--- src/rtl/misc_v_pkg.sv ---
// misc_v_pkg: shared types for the MISC-V MEM stage.
//   reg_store_t : write-back source select carried from decode
//   mh_state_t  : data-memory handshake FSM states
//   exmem_t     : EX/MEM pipeline register contents
package misc_v_pkg;

  typedef enum logic [1:0] {
    RS_ALU  = 2'b00,
    RS_LOAD = 2'b01,
    RS_PCP2 = 2'b10,
    RS_ALU2 = 2'b11
  } reg_store_t;

  typedef enum logic {
    MH_IDLE,
    MH_BUSY
  } mh_state_t;

  typedef struct packed {
    logic        reg_write;
    logic        mem_write;
    logic        mem_read;
    reg_store_t  reg_store;
    logic [15:0] pcp2;
    logic [15:0] alu_result;
    logic [15:0] store_data;
    logic [2:0]  rd;
  } exmem_t;

  // A write wins when both memory bits are set, so a load is read-only.
  function automatic logic is_load(input exmem_t e);
    return e.mem_read & ~e.mem_write;
  endfunction

endpackage

--- src/rtl/mem_handshake.sv ---
// mem_handshake: req/ack sequencer for the data-memory port with a
// timeout that forcibly completes a request nobody acknowledges.
//   clk, reset (async, active low)
//   mem_op   : EX/MEM holds a load or store
//   mem_ack  : memory completed the request this cycle
//   mem_req  : request to memory
//   complete : the current request finishes at the next edge
//   timeout  : completion is forced (no ack) this cycle
//   mem_err  : sticky flag, set at the edge of a forced completion
module mem_handshake
  import misc_v_pkg::*;
#(
  parameter int unsigned TIMEOUT = 16
) (
  input  logic clk,
  input  logic reset,
  input  logic mem_op,
  input  logic mem_ack,
  output logic mem_req,
  output logic complete,
  output logic timeout,
  output logic mem_err
);

  localparam int unsigned CW = (TIMEOUT > 2) ? $clog2(TIMEOUT) : 1;
  localparam logic [CW-1:0] CNT_LAST = CW'(TIMEOUT - 1);

  mh_state_t     state;
  logic [CW-1:0] cnt;

  always_comb begin
    mem_req  = (state == MH_BUSY) | mem_op;
    timeout  = (state == MH_BUSY) & ~mem_ack & (cnt == CNT_LAST);
    complete = mem_req & (mem_ack | timeout);
  end

  always_ff @(posedge clk or negedge reset) begin
    if (!reset) begin
      state   <= MH_IDLE;
      cnt     <= '0;
      mem_err <= 1'b0;
    end else begin
      case (state)
        MH_IDLE: begin
          if (mem_op && !mem_ack) begin
            state <= MH_BUSY;
            cnt   <= CW'(1);
          end
        end
        MH_BUSY: begin
          if (mem_ack) begin
            state <= MH_IDLE;
            cnt   <= '0;
          end else if (cnt == CNT_LAST) begin
            state   <= MH_IDLE;
            cnt     <= '0;
            mem_err <= 1'b1;
          end else begin
            cnt <= cnt + 1'b1;
          end
        end
        default: begin
          state <= MH_IDLE;
          cnt   <= '0;
        end
      endcase
    end
  end

endmodule

--- src/rtl/mem_access_stage.sv ---
// mem_access_stage: MEM stage of the 16-bit MISC-V core.
// Holds EX/MEM and MEM/WB registers, drives the data-memory req/ack port,
// stalls the front of the pipeline while a memory op is outstanding and
// selects the register write-back value.
//   clk, reset (async, active low)
//   IRegWrite/IMemWrite/IMemRead/IRegStore/IPCP2/IALUResult/I3rdArg/IRd : from EX
//   mem_req/mem_we/mem_addr/mem_wdata/mem_ack/mem_rdata : data-memory port
//   stall                          : freeze IF/ID/EX and EX/MEM
//   ALUResultMEM/ORdMEM/ORegWriteMEM : EX/MEM forwarding view
//   loadDataWB/ORdWB/ORegWriteWB   : MEM/WB write-back / forwarding view
//   mem_err                        : sticky memory timeout flag
module mem_access_stage
  import misc_v_pkg::*;
#(
  parameter int unsigned TIMEOUT = 16
) (
  input  logic        clk,
  input  logic        reset,
  input  logic        IRegWrite,
  input  logic        IMemWrite,
  input  logic        IMemRead,
  input  logic [1:0]  IRegStore,
  input  logic [15:0] IPCP2,
  input  logic [15:0] IALUResult,
  input  logic [15:0] I3rdArg,
  input  logic [2:0]  IRd,
  output logic        mem_req,
  output logic        mem_we,
  output logic [15:0] mem_addr,
  output logic [15:0] mem_wdata,
  input  logic        mem_ack,
  input  logic [15:0] mem_rdata,
  output logic        stall,
  output logic [15:0] ALUResultMEM,
  output logic [2:0]  ORdMEM,
  output logic        ORegWriteMEM,
  output logic [15:0] loadDataWB,
  output logic [2:0]  ORdWB,
  output logic        ORegWriteWB,
  output logic        mem_err
);

  exmem_t      exmem;
  logic        mem_op;
  logic        complete;
  logic        timeout;
  logic [15:0] wb_value;

  // EX/MEM register: frozen while the memory op is outstanding.
  always_ff @(posedge clk or negedge reset) begin
    if (!reset) begin
      exmem <= '0;
    end else if (!stall) begin
      exmem.reg_write  <= IRegWrite;
      exmem.mem_write  <= IMemWrite;
      exmem.mem_read   <= IMemRead;
      exmem.reg_store  <= reg_store_t'(IRegStore);
      exmem.pcp2       <= IPCP2;
      exmem.alu_result <= IALUResult;
      exmem.store_data <= I3rdArg;
      exmem.rd         <= IRd;
    end
  end

  assign mem_op = exmem.mem_read | exmem.mem_write;

  mem_handshake #(
    .TIMEOUT(TIMEOUT)
  ) u_handshake (
    .clk     (clk),
    .reset   (reset),
    .mem_op  (mem_op),
    .mem_ack (mem_ack),
    .mem_req (mem_req),
    .complete(complete),
    .timeout (timeout),
    .mem_err (mem_err)
  );

  // Port fields come straight from EX/MEM, so they stay stable while it is held.
  assign mem_we       = exmem.mem_write;
  assign mem_addr     = exmem.alu_result;
  assign mem_wdata    = exmem.store_data;
  assign stall        = mem_req & ~complete;

  assign ALUResultMEM = exmem.alu_result;
  assign ORdMEM       = exmem.rd;
  assign ORegWriteMEM = exmem.reg_write;

  // A load takes memory data (zero on forced completion); any other op picks
  // PC+2 or the ALU result, so RS_LOAD on a non-load falls back to the ALU.
  always_comb begin
    wb_value = exmem.alu_result;
    if (is_load(exmem)) begin
      wb_value = (mem_ack && !timeout) ? mem_rdata : '0;
    end else if (exmem.reg_store == RS_PCP2) begin
      wb_value = exmem.pcp2;
    end
  end

  // MEM/WB register: a stalled cycle injects a bubble by dropping RegWrite only.
  always_ff @(posedge clk or negedge reset) begin
    if (!reset) begin
      loadDataWB  <= '0;
      ORdWB       <= '0;
      ORegWriteWB <= 1'b0;
    end else if (stall) begin
      ORegWriteWB <= 1'b0;
    end else begin
      loadDataWB  <= wb_value;
      ORdWB       <= exmem.rd;
      ORegWriteWB <= exmem.reg_write;
    end
  end

endmodule

--- config.mk ---
export PLATFORM = sky130hd
export DESIGN_NAME = mem_access_stage
export DESIGN_NICKNAME = d
export VERILOG_FILES = /design/src/rtl/misc_v_pkg.sv /design/src/rtl/mem_handshake.sv /design/src/rtl/mem_access_stage.sv
export SDC_FILE = /design/constraint.sdc
export NUM_CORES = 1
export LEC_CHECK = 0
export CORE_MARGIN = 2
export CORE_UTILIZATION = 30
export DETAILED_ROUTE_END_ITERATION = 16
export GPL_ROUTABILITY_DRIVEN = 1
export PLACE_DENSITY = 0.63
export SETUP_SLACK_MARGIN = 0.5
export SLEW_MARGIN = 20
export SYNTH_ARGS = -nofsm -noshare
export SYNTH_HDL_FRONTEND = slang
export SYNTH_HIERARCHICAL = 1
export SYNTH_SLANG_ARGS = --single-unit
--- constraint.sdc ---
create_clock -name clk -period 2.95 [get_ports clk]
set_clock_uncertainty 0.2 [all_clocks]
set_input_delay 0.295 -clock clk [delete_from_list [all_inputs] [get_ports clk]]
set_output_delay 0.295 -clock clk [all_outputs]
set_load 0.01 [all_outputs]
==> metrics.txt, run 1 <==
status finished clean; Residual DRC 0; share of layout cells above drive strength 1 0.104; Yosys cell types 34; most common cell after layout, fill and taps aside nand2_1; RSZ-0062 raised after global routing yes; Die H 120 um; Max Freq 417 MHz; critical path launch point type flop; final setup vio count 0; Wirelength per Cell 14.1 um; most frequent CP cell or2_2; TritonCTS Buffers 9; Tcrit/Tclk final 0.812; vias in the first global route 3143; Critical R2R Capture loadDataWB[13]$_DFFE_PN0N_; Crit Path Max Fanout 4; CTS HTree Levels 3; most frequent cells in the layout 192 x nand2_1, 147 x clkdlybuf4s50_1, 81 x dfrtp_1; Pleak 2.58 nW; row count 42; Slew Limit Headroom 0.493; Tightest Pin Transition 0.761 ns; die area 14300 um^2; worst reg-to-reg setup slack 0.62 ns; clk sink count 82; I/O pins 151; Max Root-Sink Buffers 2; total track usage 0.141; Yosys reg bits 82; synthesized area 4020 um^2; port bufs 150; Critical R2R Launch mem_we$_DFFE_PN0N_; drt total wl 9950 um; pin count of the biggest net entering global routing 83; gr ovfl total 0; Root Buffer clkbuf_16; Worst Path Arrival 1.90 ns; fin. max-slew vios 0; YS warnings 6; Min Hold Slack 0.266 ns; WP data required 2.46 ns; vias post-DR 3072; fill count 1277; total power 0.00632 W; worst-case reg-to-reg path depth 8; CP cell instances or2_2, or2_2, o21a_1, nand2b_4, inv_2, buf_4; Peak VDD IR 0.000506 V; Final Hold Viols 0; P&R area growth vs syn 39.6%; Skew-Pair Late Insertion Delay 0.33 ns; critical path class reg2out; CP Launch Point mem_we$_DFFE_PN0N_; vias per cell 4.36; initial detailed-routing violation count 139; Finished Layout Cells 704; max incr delay on CP 0.44 ns; total negative slack 0 ns; CTS tree built; syn_nets 502; post-DP HPWL 6690 um; Final min period 2.40 ns; first-pass GRT wire length 15900 um; Post-DRT Antenna Nets 0; CTS clock-pin slew for the worst setup and hold paths 0.06 ns; Slowest-stage cell, CP dfrtp_2; Max Cap Viol 0; core area 13100 um^2; 1st-pass router iterations 4; sequential area share after synthesis 0.511; placed cell count 683; HP Class reg2reg; pwr dens 1130 nW/um^2; CP endpoint kind primary output; NumNets Final 598; Avg Inst Size Synth 9.43 um^2; Initial Utilization 0.306; gpl congestion 0.778; crit path capture stall; Synth Instances 426; DIE WIDTH 120 um; initial antenna violation count 1
[how the worst min path moves through the flow]
stage / start / endpoint / cells past startpoint
6_report: mem_wdata[14]$_DFFE_PN0N_ / mem_wdata[14]$_DFFE_PN0N_ / 2
5_1_grt: mem_wdata[14]$_DFFE_PN0N_ / mem_wdata[14]$_DFFE_PN0N_ / 2
4_1_cts: exmem[52]$_DFFE_PN0N_ / exmem[52]$_DFFE_PN0N_ / 2
3_5_place_dp: exmem[52]$_DFFE_PN0N_ / exmem[52]$_DFFE_PN0N_ / 2
3_3_place_gp: exmem[50]$_DFFE_PN0N_ / exmem[50]$_DFFE_PN0N_ / 2
2_1_floorplan: reset / ALUResultMEM[0]$_DFFE_PN0N_ / 0
[critical path: cells and delay by family, from the launching register on]
family          cells  cell delay (ns)
compound gates      1             0.13
simple gates        3             0.80
flops               1             0.44
buf+inv             2             0.20
[per-layer routing]
| layer | vias up | share of wire | global-route usage | wire length (um) |
|---|---|---|---|---|
| met1 | 1474 | 0.44 | 0.173 | 4340 |
| met3 | 13 | 0.063 | 0.0413 | 625 |
| li1 | 1493 | - | - | - |
| met5 | - | 0 | 0 | 0 |
| met4 | 0 | 0.014 | 0.0529 | 141 |
| met2 | 92 | 0.49 | 0.236 | 4840 |
[timing repair]
item / 4_1_cts / 5_1_grt
gates resized for setup: 6 / 6
hold buffers: 1 / 0
buffers inserted: 0 / 3
setup endpoints to repair: 76 / 75
hold endpoints to repair: 26 / 0
[flip-flops by register name, summed over array words and instances (netlist names)]
signal	cells
ORegWriteMEM	1
exmem	19
ORdMEM	3
u_handshake/mem_err	1
u_handshake/state	1
mem_we	1
loadDataWB	16
mem_wdata	16
ALUResultMEM	16
ORegWriteWB	1
u_handshake/cnt	4
ORdWB	3
[where the power goes]
group / switching [W] / internal, W
clock: 0.000439 / 0.000758
sequential: 0.000378 / 0.00167
combinational: 0.00152 / 0.00155
[metrics by stage]
stage                     cell area [um^2]  setup slack, ns   util
after floorplan                       4020            0.683      -
after global placement                5210            0.409  0.396
after detailed placement              5210            0.315  0.396
after CTS                             5550            0.375  0.422
after global routing                  5600            0.449  0.426
final                                 5610            0.555  0.427
[area by class of cell]
class | count | area, um^2 | area share
inverters | 2 | 7.51 | 0.00134
multi-input cells | 269 | 1410 | 0.251
well taps | 176 | 220 | 0.0393
clock inverters | 6 | 80.1 | 0.0143
diodes | 1 | 2.50 | 0.000446
repair buffers | 158 | 1600 | 0.285
flip-flops and latches | 82 | 2050 | 0.366
clock buffers | 10 | 239 | 0.0426
[cell usage after synthesis]
| library cell | number | share of area |
|---|---|---|
| nand2_1 | 192 | 0.18 |
| dfrtp_1 | 82 | 0.51 |
| buf_4 | 58 | 0.11 |
| mux2i_1 | 16 | 0.040 |
| nand3_2 | 11 | 0.027 |
| o211ai_2 | 10 | 0.031 |
| buf_2 | 7 | 0.0087 |
| nand3_1 | 7 | 0.0087 |
| o211ai_1 | 6 | 0.011 |
| buf_6 | 4 | 0.011 |
| nor2_1 | 3 | 0.0028 |
| or2_2 | 3 | 0.0047 |
| and2_1 | 2 | 0.0031 |
| clkbuf_1 | 2 | 0.0019 |
| nand2b_1 | 2 | 0.0031 |
| nor2b_1 | 2 | 0.0031 |
| o21ai_0 | 2 | 0.0025 |
| a221o_1 | 1 | 0.0025 |
| a22o_1 | 1 | 0.0022 |
| a22o_2 | 1 | 0.0025 |
| and2_0 | 1 | 0.0016 |
| and4bb_1 | 1 | 0.0031 |
| buf_12 | 1 | 0.0050 |
| buf_8 | 1 | 0.0037 |
| ha_1 | 1 | 0.0031 |
| inv_1 | 1 | 0.00093 |
| inv_2 | 1 | 0.00093 |
| nand2b_4 | 1 | 0.0034 |
| nor2b_4 | 1 | 0.0034 |
| nor3_1 | 1 | 0.0012 |
| o21a_1 | 1 | 0.0019 |
| o21ai_2 | 1 | 0.0022 |
| o22ai_1 | 1 | 0.0016 |
| xor2_1 | 1 | 0.0022 |
[kinds of logic after synthesis]
group,synth area share
AOI/OAI and AO/OA,0.0577
xor gates and xnor gates,0.00218
and+or+nand+nor,0.245
muxes,0.0399
adders and majority gates,0.00312
buffers and inverters,0.141
DFF,0.511
(Power assumes the default switching activity.)
==> inputs of run 2 (changes only) <==
==> constraint.sdc (replaced) <==
create_clock -name clk -period 2.21 [get_ports clk]
set_clock_uncertainty 0.2 [all_clocks]
set_input_delay 0.221 -clock clk [delete_from_list [all_inputs] [get_ports clk]]
set_output_delay 0.221 -clock clk [all_outputs]
set_load 0.01 [all_outputs]
==> run 2 against run 1 <==
Combinational power up 68%. Core utilization up 4.6 points. Via count up 3.7%. First-iteration DRC count up 31%. Clock power up 53%. Sequential power up 31%. Final cell count up 3.7%.
==> metrics.txt, run 2 (synthesis gave the netlist of run 1 again) <==
share of layout cells above drive strength 1 0.153 (was 0.104); Initial Utilization 0.306 (unchanged); clk sink count 82 (unchanged); pre-CTS setup slack -0.0282 ns (was 0.315 ns); RSZ-0062 raised after global routing yes (unchanged); flip-flop count of the largest register after layout 19 (unchanged); Min Hold Slack 0.0929 ns (was 0.266 ns); Wirelength per Cell 15.3 um (was 14.1 um); core area 13100 um^2 (unchanged); Finished Layout Cells 730 (was 704); critical path launch point type flop (unchanged); Slew Limit Headroom 0.777 (was 0.493); die area 14300 um^2 (unchanged); Die H 120 um (unchanged); gr ovfl total 0 (unchanged); I/O pins 151 (unchanged); # diodes 0 (was 1); CP endpoint kind primary output (unchanged); critical path class reg2out (unchanged); Final Hold Viols 0 (unchanged); Max Freq 491 MHz; Skew-Pair Late Insertion Delay 0.33 ns (about the same); Slowest-stage cell, CP dfrtp_1 (was dfrtp_2); CP cell instances or2_4, or2_4, o21a_1, nand2b_4, inv_4, buf_6 (was or2_2, or2_2, o21a_1, nand2b_4, inv_2, buf_4); max incr delay on CP 0.38 ns (was 0.44 ns); row count 42 (unchanged); drt total wl 11200 um (was 9950 um); final setup vio count 0 (unchanged); Max Cap Viol 0 (unchanged); total track usage 0.152 (was 0.141); CTS clock-pin slew for the worst setup and hold paths 0.06 ns (about the same); port bufs 150 (unchanged); Critical R2R Launch exmem[53]$_DFFE_PN0N_ (was mem_we$_DFFE_PN0N_); Crit Path Max Fanout 2 (was 4); CTS tree built (unchanged); Post-DRT Antenna Nets 0 (unchanged); Max Root-Sink Buffers 2 (unchanged); most common cell after layout, fill and taps aside nand2_1 (unchanged); vias post-DR 3186 (was 3072); Final min period 2.04 ns; 1st-pass router iterations 4 (unchanged); Peak VDD IR 0.000643 V (was 0.000506 V); initial antenna violation count 0 (was 1); gpl congestion 0.722 (was 0.778); vias per cell 4.36 (about the same); P&R area growth vs syn 54.7% (was 39.6%); TritonCTS Buffers 9 (unchanged); pwr dens 1560 nW/um^2 (was 1130 nW/um^2); Root Buffer clkbuf_16 (unchanged); Critical R2R Capture ALUResultMEM[5]$_DFFE_PN0N_ (was loadDataWB[13]$_DFFE_PN0N_); WP data required 1.79 ns (was 2.46 ns); CTS HTree Levels 3 (unchanged); largest register by flop count exmem (unchanged); crit-path leading delay family simple AND/OR/NAND/NOR gates (unchanged); most frequent cells in the layout 192 x nand2_1, 109 x clkdlybuf4s50_1, 81 x dfrtp_1 (was 192 x nand2_1, 147 x clkdlybuf4s50_1, 81 x dfrtp_1); post-DP HPWL 6900 um (was 6690 um); HP Class in2async (was reg2reg); initial detailed-routing violation count 182 (was 139); most frequent CP cell or2_4 (was or2_2); Residual DRC 0 (unchanged); worst setup margin 0.172 ns (was 0.555 ns); placed cell count 695 (was 683); Worst Path Buf+Inv 2 (unchanged); NumNets Final 625 (was 598); DIE WIDTH 120 um (unchanged); vias in the first global route 3290 (was 3143); Tightest Pin Transition 0.334 ns (was 0.761 ns); worst reg-to-reg setup slack 0.19 ns (was 0.62 ns); fin. max-slew vios 0 (unchanged); Tcrit/Tclk final 0.922; status finished clean (unchanged); pin count of the biggest net entering global routing 46 (was 83); first-pass GRT wire length 16900 um (was 15900 um); worst-case reg-to-reg path depth 8 (unchanged); Worst Path Arrival 1.62 ns (was 1.90 ns); Pleak 3.26 nW (was 2.58 nW)
==> run 2: cell count changes in the layout (fill, tap and decap cells not counted), sizes merged <==
cell | before | now
bufbuf | 0 | 3
diode | 1 | 0
clkdlybuf4s50 | 147 | 109
clkbuf | 10 | 11
clkinvlp | 0 | 1
dlymetal6s2s | 0 | 38
dlygate4sd2 | 1 | 0
clkinv | 4 | 2
bufinv | 2 | 4
buf | 9 | 32
==> run 2: worst max-delay path by stage <==
stage | start | endpoint | slack (ns) | cells after the start
final | exmem[53]$_DFFE_PN0N_ | stall | 0.17 | 6
after global routing | exmem[53]$_DFFE_PN0N_ | stall | 0.12 | 6
after CTS | mem_we$_DFFE_PN0N_ | stall | 0.15 | 6
after detailed placement | mem_ack | stall | -0.03 | 7
after global placement | mem_ack | stall | -0.03 | 7
after floorplan | mem_we$_DFFE_PN0N_ | stall | 0.19 | 8
==> run 2: stage by stage <==
step | area [um^2] | utilization | TNS (ns) | power, W
after floorplan | 4060 | - | 0 | 0.00570
after global placement | 5350 | 0.407 | -0.0328 | 0.00692
after detailed placement | 5350 | 0.407 | -0.0282 | 0.00704
after CTS | 5980 | 0.455 | 0 | 0.00966
after global routing | 6210 | 0.473 | 0 | 0.0103
final | 6210 | 0.473 | 0 | 0.00971
==> run 2: per-layer routing <==
metal / routed length (um) / share of wire / global-route usage / up-vias
met5: 0 / 0 / 0 / -
met2: 5420 / 0.49 / 0.249 / 101
met1: 4990 / 0.45 / 0.197 / 1513
li1: - / - / - / 1556
met3: 544 / 0.049 / 0.0314 / 16
met4: 213 / 0.019 / 0.0640 / 0
==> run 2: area by class of cell <==
cell class | instances | area [um^2]
well taps | 176 | 220
clock inverters | 7 | 141
repair buffers | 185 | 2130
multi-input cells | 269 | 1430
fillers | 1256 | 6930
clock buffers | 9 | 225
inverters | 2 | 10.0
flip-flops and latches | 82 | 2050
==> run 2: what timing repair did <==
| item | in CTS | in global routing |
|---|---|---|
| pin swaps | 2 | 1 |
| endpoints found under the setup margin | 106 | 118 |
| hold endpoints to repair | 82 | 0 |
| cloned | 5 | 2 |
| resized for setup | 24 | 44 |
| buffers inserted | 4 | 7 |
| hold buffers | 1 | 0 |
==> run 2: power by group <==
| group | switching [W] | internal [W] | total [W] |
|---|---|---|---|
| logic | 0.00236 | 0.00281 | 0.00518 |
| registers | 0.000465 | 0.00223 | 0.00269 |
| clock network | 0.000617 | 0.00122 | 0.00183 |
==> inputs of run 3 (changes only) <==
--- a/config.mk
+++ b/config.mk
@@ -5,7 +5,6 @@
 export SDC_FILE = /design/constraint.sdc
 export NUM_CORES = 1
 export LEC_CHECK = 0
-export CORE_MARGIN = 2
 export CORE_UTILIZATION = 30
 export DETAILED_ROUTE_END_ITERATION = 16
 export GPL_ROUTABILITY_DRIVEN = 1
==> run 3 against run 2 <==
Global-route usage increased by 0.78 points. Die area fell by 3.3%. Final area is 2.2% lower. Largest power group unchanged. Highest routed layer unchanged.
==> metrics.txt, run 3 (synthesis gave the netlist of run 1 again) <==
status finished clean (unchanged); 1st-pass router iterations 4 (unchanged); share of layout cells above drive strength 1 0.149 (was 0.153); Max Freq 486 MHz (was 491 MHz); # diodes 0 (unchanged); WP data required 1.79 ns (about the same); clk sink count 82 (unchanged); vias per cell 4.36 (about the same); initial detailed-routing violation count 147 (was 182); critical path class reg2out (unchanged); Seq pwr share 0.290 (was 0.278); row count 41 (was 42); max incr delay on CP 0.38 ns (about the same); Root Buffer clkbuf_16 (unchanged); Post-DRT Antenna Nets 0 (unchanged); Critical R2R Launch exmem[53]$_DFFE_PN0N_ (unchanged); gr ovfl total 0 (unchanged); total track usage 0.160 (was 0.152); total negative slack 0 ns (unchanged); port bufs 150 (unchanged); Wirelength per Cell 14.9 um (was 15.3 um); initial antenna violation count 0 (unchanged); Min Hold Slack 0.139 ns (was 0.0929 ns); CTS tree built (unchanged); vias in the first global route 3374 (was 3290); crit-path leading delay family simple AND/OR/NAND/NOR gates (unchanged); P&R area growth vs syn 51.3% (was 54.7%); fill count 1214 (was 1256); drt total wl 10800 um (was 11200 um); CP cell instances or2_4, or2_4, o21a_1, nand2b_4, inv_4, buf_6 (unchanged); Crit Path Max Fanout 2 (unchanged); Initial Utilization 0.313 (was 0.306); Comb pwr share 0.520 (was 0.533); Final min period 2.06 ns (was 2.04 ns); Slowest-stage cell, CP dfrtp_1 (unchanged); pin count of the biggest net entering global routing 45 (was 46); switching power 0.00336 W (was 0.00345 W); Skew-Pair Late Insertion Delay 0.34 ns (was 0.33 ns); Post-Layout Inst Area 6070 um^2 (was 6210 um^2); cell-internal power 0.00591 W (was 0.00626 W); most frequent CP cell or2_4 (unchanged); vias post-DR 3151 (was 3186); placed cell count 693 (was 695); Post-DP Area 5420 um^2 (was 5350 um^2); TritonCTS Buffers 9 (unchanged); largest register by flop count exmem (unchanged); most frequent cells in the layout 192 x nand2_1, 105 x clkdlybuf4s50_1, 81 x dfrtp_1 (was 192 x nand2_1, 109 x clkdlybuf4s50_1, 81 x dfrtp_1); Max Root-Sink Buffers 2 (unchanged); post-DP HPWL 6840 um (was 6900 um); Peak VDD IR 0.000631 V (was 0.000643 V); RSZ-0062 raised after global routing yes (unchanged); Max Cap Viol 0 (unchanged); DIE WIDTH 118 um (was 120 um); Worst Path Buf+Inv 2 (unchanged); pwr dens 1530 nW/um^2 (was 1560 nW/um^2); first-pass GRT wire length 17300 um (was 16900 um); Slew Limit Headroom 0.757 (was 0.777); Clk pwr share 0.189 (about the same); flip-flop count of the largest register after layout 19 (unchanged); Tcrit/Tclk final 0.931 (was 0.922); most common cell after layout, fill and taps aside nand2_1 (unchanged); Tightest Pin Transition 0.365 ns (was 0.334 ns); Die H 118 um (was 120 um); CTS HTree Levels 3 (unchanged); CP endpoint kind primary output (unchanged); HP Class in2async (unchanged); CTS clock-pin slew for the worst setup and hold paths 0.06 ns (about the same); CP Launch Point exmem[53]$_DFFE_PN0N_ (unchanged); switching share of power 0.362 (was 0.355); fin. max-slew vios 0 (unchanged); I/O pins 151 (unchanged); gpl congestion 0.716 (was 0.722); die area 13800 um^2 (was 14300 um^2); Finished Layout Cells 723 (was 730); final setup vio count 0 (unchanged); Worst Path Arrival 1.64 ns (was 1.62 ns); Final Hold Viols 0 (unchanged); critical path launch point type flop (unchanged); Residual DRC 0 (unchanged); Pleak 3.14 nW (was 3.26 nW); core area 12800 um^2 (was 13100 um^2); NumNets Final 622 (was 625)
## run 3: cell count changes in the layout (fill, tap and decap cells not counted), moves of 2 or more
cell	previous run	this run
buf_4	18	14
bufbuf_16	3	0
clkdlybuf4s50_1	109	105
dlygate4sd2_1	0	12
clkbuf_8	0	2
dlymetal6s2s_1	38	30
buf_6	3	6
## run 3: metrics by stage
| step | util | setup slack, ns | power, W |
|---|---|---|---|
| 2_1_floorplan | - | 0.186 | 0.00570 |
| 3_3_place_gp | 0.423 | -0.0388 | 0.00709 |
| 3_5_place_dp | 0.423 | -0.0445 | 0.00719 |
| 4_1_cts | 0.460 | 0.146 | 0.00930 |
| 5_1_grt | 0.474 | 0.0810 | 0.00991 |
| 6_report | 0.474 | 0.153 | 0.00927 |
## run 3: power groups by stage
stage | sequential (W) | combinational, W | clock [W]
2_1_floorplan | 0.00272 | 0.00298 | 0
3_3_place_gp | 0.00271 | 0.00438 | 0
3_5_place_dp | 0.00274 | 0.00445 | 0
4_1_cts | 0.00271 | 0.00478 | 0.00180
5_1_grt | 0.00279 | 0.00526 | 0.00186
6_report | 0.00269 | 0.00482 | 0.00176
## run 3: final cells by class
class / count / area, um^2 / share of cell area
repair buffers: 182 / 2020 / 0.333
flip-flops and latches: 82 / 2050 / 0.338
clock buffers: 11 / 253 / 0.0416
well taps: 172 / 215 / 0.0354
clock inverters: 5 / 100 / 0.0165
multi-input cells: 269 / 1420 / 0.234
inverters: 2 / 10.0 / 0.00165
## run 3: path summary, 6_finish.rpt
check | end | slack, ns | depth (start not counted)
setup reg to reg | loadDataWB[4]$_DFFE_PN0N_ | 0.21 | 8
hold reg to reg | mem_wdata[8]$_DFFE_PN0N_ | 0.26 | 2
setup / recovery | stall | 0.15 | 6
hold / removal | mem_wdata[6]$_DFFE_PN0N_ | 0.14 | 2
max in group asynchronous | exmem[52]$_DFFE_PN0N_ | 1.09 | 3
min in group clk | ALUResultMEM[15]$_DFFE_PN0N_ | 0.21 | 3
## run 3: layer usage
metal,routed length [um],up-vias,track usage,part of all wire
met5,0,-,0,0
met4,208,0,0.0649,0.019
met3,632,15,0.0460,0.059
met2,5130,96,0.261,0.47
met1,4830,1497,0.198,0.45
li1,-,1543,-,-
## run 3: timing repair
item | 4_1_cts | 5_1_grt
hold endpoints to repair | 82 | 0
hold buffers | 1 | 0
gates cloned | 3 | 2
setup endpoints to repair | 108 | 109
setup buffers | 3 | 5
pin swaps | 1 | 0
gates resized for setup | 26 | 38
